## src/rtl/alu_operand_issue.sv

```systemverilog
// alu_operand_issue
//   Operand-fetch stage in front of the ALU. It holds the integer register
//   file and reads rs1/rs2 (or takes the immediate as operand B). It hands
//   {a, b, op, rd} to the ALU through a valid/ready handshake that has a
//   2-entry skid buffer (a main slot plus a skid slot).
//
// Optional feature (compile-time macro OPERAND_SCOREBOARD_EN):
//   Adds a pending-destination scoreboard that stalls requests which read a
//   register whose result has not been written back yet.
//
// Ports
//   clk_i, rst_i                  clock, synchronous active-high reset
//   req_valid_i / req_ready_o     issue request handshake
//   rs1_i, rs2_i                  source register addresses
//   imm_i, use_imm_i              immediate, and the select for operand B
//   op_i, rd_i                    opcode and destination, passed through unchanged
//   wb_en_i, wb_addr_i, wb_data_i writeback port from the result stage
//   alu_valid_o / alu_ready_i     operand handshake toward the ALU
//   a_o, b_o, op_o, rd_o          operands presented to the ALU
module alu_operand_issue #(
    parameter int unsigned XLEN  = 32,
    parameter int unsigned NREGS = 32
) (
    input  logic                     clk_i,
    input  logic                     rst_i,
    input  logic                     req_valid_i,
    output logic                     req_ready_o,
    input  logic [$clog2(NREGS)-1:0] rs1_i,
    input  logic [$clog2(NREGS)-1:0] rs2_i,
    input  logic [XLEN-1:0]          imm_i,
    input  logic                     use_imm_i,
    input  logic [4:0]               op_i,
    input  logic [$clog2(NREGS)-1:0] rd_i,
    input  logic                     wb_en_i,
    input  logic [$clog2(NREGS)-1:0] wb_addr_i,
    input  logic [XLEN-1:0]          wb_data_i,
    output logic                     alu_valid_o,
    input  logic                     alu_ready_i,
    output logic [XLEN-1:0]          a_o,
    output logic [XLEN-1:0]          b_o,
    output logic [4:0]               op_o,
    output logic [$clog2(NREGS)-1:0] rd_o
);

    localparam int unsigned AW  = $clog2(NREGS);
    localparam int unsigned OPW = 5;

    typedef struct packed {
        logic [XLEN-1:0] a;
        logic [XLEN-1:0] b;
        logic [OPW-1:0]  op;
        logic [AW-1:0]   rd;
    } entry_t;

    typedef enum logic [1:0] {
        S_EMPTY = 2'd0,
        S_ONE   = 2'd1,
        S_FULL  = 2'd2
    } state_t;

    state_t          state_q;
    state_t          state_d;
    logic            ready_q;
    logic            accept;
    logic            consume;
    logic            load_main;
    logic            load_skid;
    logic            main_from_skid;
    entry_t          main_q;
    entry_t          skid_q;
    entry_t          new_entry;
    logic [XLEN-1:0] rs1_data;
    logic [XLEN-1:0] rs2_data;
    logic [XLEN-1:0] rf [NREGS];

    // Register-file read. x0 reads as zero. A same-cycle writeback is forwarded.
    always_comb begin
        rs1_data = '0;
        rs2_data = '0;
        if (rs1_i != '0) begin
            if (wb_en_i && (wb_addr_i == rs1_i)) rs1_data = wb_data_i;
            else                                 rs1_data = rf[rs1_i];
        end
        if (rs2_i != '0) begin
            if (wb_en_i && (wb_addr_i == rs2_i)) rs2_data = wb_data_i;
            else                                 rs2_data = rf[rs2_i];
        end
    end

    always_comb begin
        new_entry.a  = rs1_data;
        new_entry.b  = use_imm_i ? imm_i : rs2_data;
        new_entry.op = op_i;
        new_entry.rd = rd_i;
    end

`ifdef OPERAND_SCOREBOARD_EN
    logic [NREGS-1:0] pending_q;
    logic [NREGS-1:0] pending_d;
    logic [NREGS-1:0] clr_mask;
    logic [NREGS-1:0] set_mask;
    logic [NREGS-1:0] pending_eff;
    logic             hazard;

    // Pending bits net of this cycle's writeback. A set wins over a clear on the same index.
    always_comb begin
        clr_mask    = wb_en_i ? (NREGS'(1) << wb_addr_i) : '0;
        set_mask    = (accept && (rd_i != '0)) ? (NREGS'(1) << rd_i) : '0;
        pending_eff = pending_q & ~clr_mask;
        pending_d   = pending_eff | set_mask;
        hazard      = req_valid_i &&
                      (((rs1_i != '0) && pending_eff[rs1_i]) ||
                       (!use_imm_i && (rs2_i != '0) && pending_eff[rs2_i]));
    end

    always_ff @(posedge clk_i) begin
        if (rst_i) pending_q <= '0;
        else       pending_q <= pending_d;
    end

    assign req_ready_o = ready_q && !hazard;
`else
    assign req_ready_o = ready_q;
`endif

    assign accept  = req_valid_i && req_ready_o;
    assign consume = alu_valid_o && alu_ready_i;

    // Skid FSM next-state and slot-load decisions.
    always_comb begin
        state_d        = state_q;
        load_main      = 1'b0;
        load_skid      = 1'b0;
        main_from_skid = 1'b0;
        case (state_q)
            S_EMPTY: begin
                if (accept) begin
                    state_d   = S_ONE;
                    load_main = 1'b1;
                end
            end
            S_ONE: begin
                if (accept && consume) begin
                    load_main = 1'b1;
                end else if (accept) begin
                    state_d   = S_FULL;
                    load_skid = 1'b1;
                end else if (consume) begin
                    state_d = S_EMPTY;
                end
            end
            S_FULL: begin
                if (consume) begin
                    state_d        = S_ONE;
                    main_from_skid = 1'b1;
                end
            end
            default: state_d = S_EMPTY;
        endcase
    end

    // State register. Valid and ready are registered from the next state.
    always_ff @(posedge clk_i) begin
        if (rst_i) begin
            state_q     <= S_EMPTY;
            alu_valid_o <= 1'b0;
            ready_q     <= 1'b1;
        end else begin
            state_q     <= state_d;
            alu_valid_o <= (state_d != S_EMPTY);
            ready_q     <= (state_d != S_FULL);
        end
    end

    // Main and skid slots. The main slot drives the ALU operands.
    always_ff @(posedge clk_i) begin
        if (rst_i) begin
            main_q <= '0;
            skid_q <= '0;
        end else begin
            if (load_main)           main_q <= new_entry;
            else if (main_from_skid) main_q <= skid_q;
            if (load_skid)           skid_q <= new_entry;
        end
    end

    assign a_o  = main_q.a;
    assign b_o  = main_q.b;
    assign op_o = main_q.op;
    assign rd_o = main_q.rd;

    // Register file storage. x0 is never written.
    always_ff @(posedge clk_i) begin
        if (rst_i) begin
            for (int i = 0; i < int'(NREGS); i++) rf[i] <= '0;
        end else if (wb_en_i && (wb_addr_i != '0)) begin
            rf[wb_addr_i] <= wb_data_i;
        end
    end

endmodule
```

## config.mk

```make
export PLATFORM = sky130hd
export DESIGN_NAME = alu_operand_issue
export DESIGN_NICKNAME = d
export VERILOG_FILES = /design/src/rtl/alu_operand_issue.sv
export SDC_FILE = /design/constraint.sdc
export NUM_CORES = 2
export LEC_CHECK = 0
export ABC_CLOCK_PERIOD_IN_PS = 2300
export BUFFER_PORTS_ARGS = -buffer_cell sky130_fd_sc_hd__buf_2
export CORE_MARGIN = 2
export CORE_UTILIZATION = 55
export CTS_CLUSTER_DIAMETER = 60
export DETAILED_ROUTE_END_ITERATION = 6
export PLACE_DENSITY = 0.81
export SLEW_MARGIN = 20
export SYNTH_ARGS = -nofsm -noshare
export SYNTH_HDL_FRONTEND = slang
export SYNTH_SLANG_ARGS = --single-unit
```

## constraint.sdc

```tcl
create_clock -name clk_i -period 2.3 [get_ports clk_i]
set_input_delay 0.115 -clock clk_i [delete_from_list [all_inputs] [get_ports clk_i]]
set_output_delay 0.115 -clock clk_i [all_outputs]
set_load 0.05 [all_outputs]
```

==> impl_metrics.yaml <==
setup_path:
  cp.required_ns: 2.93
  slowest_delay_ns: 1.05
  crit_start: "rf[21][1]"
  worst-r2r-cell-count: 6
  crit_type: "register to register"
  cp.arrival_ns: 3.26
  path_depth: 6
  crit_path_end_kind: "register"
  crit_chain: "mux4_2, o22a_1, o21ai_0, a2111oi_1, a221oi_1, a211oi_1"
  crit_slowest_cell: "a2111oi_1"
  worstReg2RegStart: "rf[21][1]"
  critPathTopFamily: "compound AO/OA/AOI/OAI gates"
  r2r-end: "skid_q[11]"
  path_buf_inv: 0
  cp-endpoint: "skid_q[11]"
  crit_fanout: 2
  rrSetupSlack_ns: -0.33
  start_kind: "register"
synthesis:
  synth_mux_area_share_pct: 18.4
  synth_top_family_by_area: "multiplexers"
  synth-edff-count: 1024
  synthSimpleGateAreaFrac_pct: 13.6
  synth_flop_cell: "edfxtp_1"
  synthTopCellsByArea: "edfxtp_1 50%, mux4_2 9.2%, mux2i_1 7.7%"
  synth_compound_area_share_pct: 8.13
  async_flop_share_pct: 0
  synth.distinct_cells: 78
  synth_cells: 4843
  synth_seq_area_share_pct: 55.1
  syn-mean-instance-area_sq_um: 12.7
  yosys.area.top_type_share_pct: 50.2
  synth_largest_area_cell: "edfxtp_1"
  synth_fa_ha_area_share_pct: 0
  synth_area_sq_mm: 0.0613
  synth_xor_area_share_pct: 0.129
  synth_warnings: 0
  synth-seq-cells: 1176
power:
  leakage_nw: 25.8
  p_comb_share_pct: 15.7
  seq_power_share_pct: 46.8
  p_total_w: 0.0540
  switchingPower_w: 0.0146
  swShare_pct: 27.0
  p_int_w: 0.0394
  pwr-share-clk_pct: 37.5
  power_density_mw_per_mm2: 748
  vdd_drop_max_mv: 0.618
routing:
  vias_per_cell: 7.30
  dr.first_iter.drc_count: 9436
  firstDrtPassIters: 7
  ant_nets: 0
  drt-wirelength-per-cell_microns: 33.0
  drc: 3
  wirelength_microns: 225000
  vias: 49726
die:
  die_w_microns: 338
  initial_core_util_pct: 55.4
  rows: 122
  die_h_microns: 338
  die-area_sq_mm: 0.114
  ios: 171
  core_sq_mm: 0.111
timing:
  setup_viol: 6
  slew_viol_final: 0
  max_freq_mhz: 380
  clock-skew-final_ns: 0.0212
  fin_ws_ns: -0.328
  worst_pin_slew_ns: 1.10
  hold_viol: 0
  timing.final.crit_period_ns: 2.63
  whs_ns: 0.0512
  fin_crit_sh_pct: 114
  slew_headroom_pct: 26.7
finish:
  nNetsFinal: 5317
  area_growth_pct: 17.7
  fin_cells: 6816
  nFillCells: 7411
  drive_gt1_share_pct: 24.7
  final_util_pct: 65.3
grt:
  grt_usage_pct: 38.7
  grt_max_degree: 131
  antenna_found_initial: 19
  grt_pass1_vias: 48883
  grt_pass1_wl_microns: 322000
  gr-total-overflow: 0
clocking:
  numClockSinks: 1176
  post_cts_buffers: 0
  htreeDepth: 3
  clk_transition_reported_paths_ns: 0.07
  cts_buffers: 114
  cts_root_buf: "clkbuf_16"
  insertion_delay_ns: 0.73
  cts_max_path_buffers: 3
  cts_tree: "built"
placed_design:
  hpwl_microns: 145000
  post-place-ws_ns: -0.571
  globalplace.congestion: 1.03
  dpl.cell_count: 6527
  portBuffers: 170
flow_run:
  cap_violations: 0
hold_path:
  holdCritPathClass: "primary input to register"
run_status:
  violations: "DRC, setup timing"
  outcome: "finished with violations"
==> synthesized netlist by cell type, drive strengths merged, types with 5 or more instances <==
cell type,count
nor3,702
a31o,27
nor2,121
mux2,38
mux2i,471
o31ai,23
a221oi,43
buf,214
clkbuf,350
a31oi,7
inv,27
nor2b,16
o21ai,63
nand2,240
edfxtp,1024
o2bb2ai,5
nand3,54
nand4,32
and4,12
a21oi,74
nor4,8
o22a,23
and2,314
nor3b,6
a311oi,10
o22ai,43
a22oi,275
or2,34
dfxtp,152
mux4,270
and3,26
a2111oi,22
xnor2,5
nand3b,6
nand2b,9
a22o,18
a211oi,32
==> final cells by class <==
| type | count | area, sq um | area share (%) |
|---|---|---|---|
| flip-flops and latches | 1176 | 33800 | 46.8 |
| clock buffers | 151 | 3150 | 4.37 |
| clock inverters | 65 | 848 | 1.18 |
| multi-input cells | 3106 | 25100 | 34.8 |
| well taps | 1488 | 1860 | 2.58 |
| diodes | 6 | 15.0 | 0.0208 |
| inverters | 27 | 101 | 0.140 |
| repair buffers | 797 | 7240 | 10.0 |
==> worst register-to-register path: cells and delay by family (launching register included) <==
family | cells | cell delay (ns)
flip-flops | 1 | 0.37
multiplexers | 1 | 0.28
AO/OA/AOI/OAI | 5 | 1.90
==> per-stage QoR <==
step / TNS, ns / area [sq um]
floorplan: 0 / 61400
global placement: -12.35 / 67300
detailed placement: -17.04 / 67300
CTS: 0 / 72000
global route: -0.0460 / 72100
finish: -0.704 / 72100
==> registers in the layout (all words and copies together) (netlist names) <==
signal       flops
rd_o             5
a_o             32
req_ready_o      1
rf            1024
skid_q          74
state_q          2
alu_valid_o      1
op_o             5
b_o             32
==> layout by cell type, fill, tap and decap left out, types with 34 or more instances in the layout <==
cell type      netlist  layout
edfxtp_1          1024    1024
nor3_1             702     701
mux2i_1            471     471
buf_4               50     443
and2_1             313     313
a22oi_1            275     274
mux4_2             250     250
nand2_1            240     239
buf_2               92     164
dfxtp_1            152     152
clkbuf_16            0     118
buf_12               3     117
nor2_1             118     113
a21oi_1             73      73
dlygate4sd3_1        0      67
o21ai_0             57      54
nand3_1             54      48
o22ai_1             43      43
mux2_2              38      38
a221oi_1            41      35
or2_2               34      34
==> power groups by stage <==
stage          registers [W]  logic [W]  clock network, W
5_1_grt               0.0254    0.00861            0.0209
2_1_floorplan         0.0259    0.00404                 0
3_5_place_dp          0.0256    0.00784                 0
4_1_cts               0.0252    0.00801            0.0201
3_3_place_gp          0.0255    0.00769                 0
6_report              0.0253    0.00847            0.0202
==> worst min-delay path by stage <==
stage	from	slack, ns	cells past startpoint	end
2_1_floorplan	wb_data_i[2]	0.24	2	a_o[2]
3_3_place_gp	rd_i[2]	0.37	3	skid_q[2]
3_5_place_dp	op_i[2]	0.38	3	skid_q[7]
4_1_cts	wb_data_i[16]	0.009	3	skid_q[58]
5_1_grt	wb_data_i[9]	0.08	3	a_o[9]
6_report	wb_data_i[16]	0.05	3	skid_q[58]
==> what timing repair did <==
item                       CTS  global route
hold endpoints to repair   139             0
hold buffers                67             0
gates cloned                 0             0
gates resized for setup     10            21
setup endpoints to repair   14            29
==> metal layers <==
layer / routed length, microns / global-route usage, %
met1: 70800 / 46.4
met2: 96600 / 57.4
met3: 40000 / 16.8
met4: 17000 / 24.3
met5: 131 / 0
==> kinds of logic after synthesis <==
family / Yosys count
AND/OR/NAND/NOR: 1601
flip-flops: 1176
multiplexers: 779
AO/OA/AOI/OAI: 685
buffers and inverters: 592
XOR/XNOR: 9
other: 1
Power figures use the tool's default switching activity.
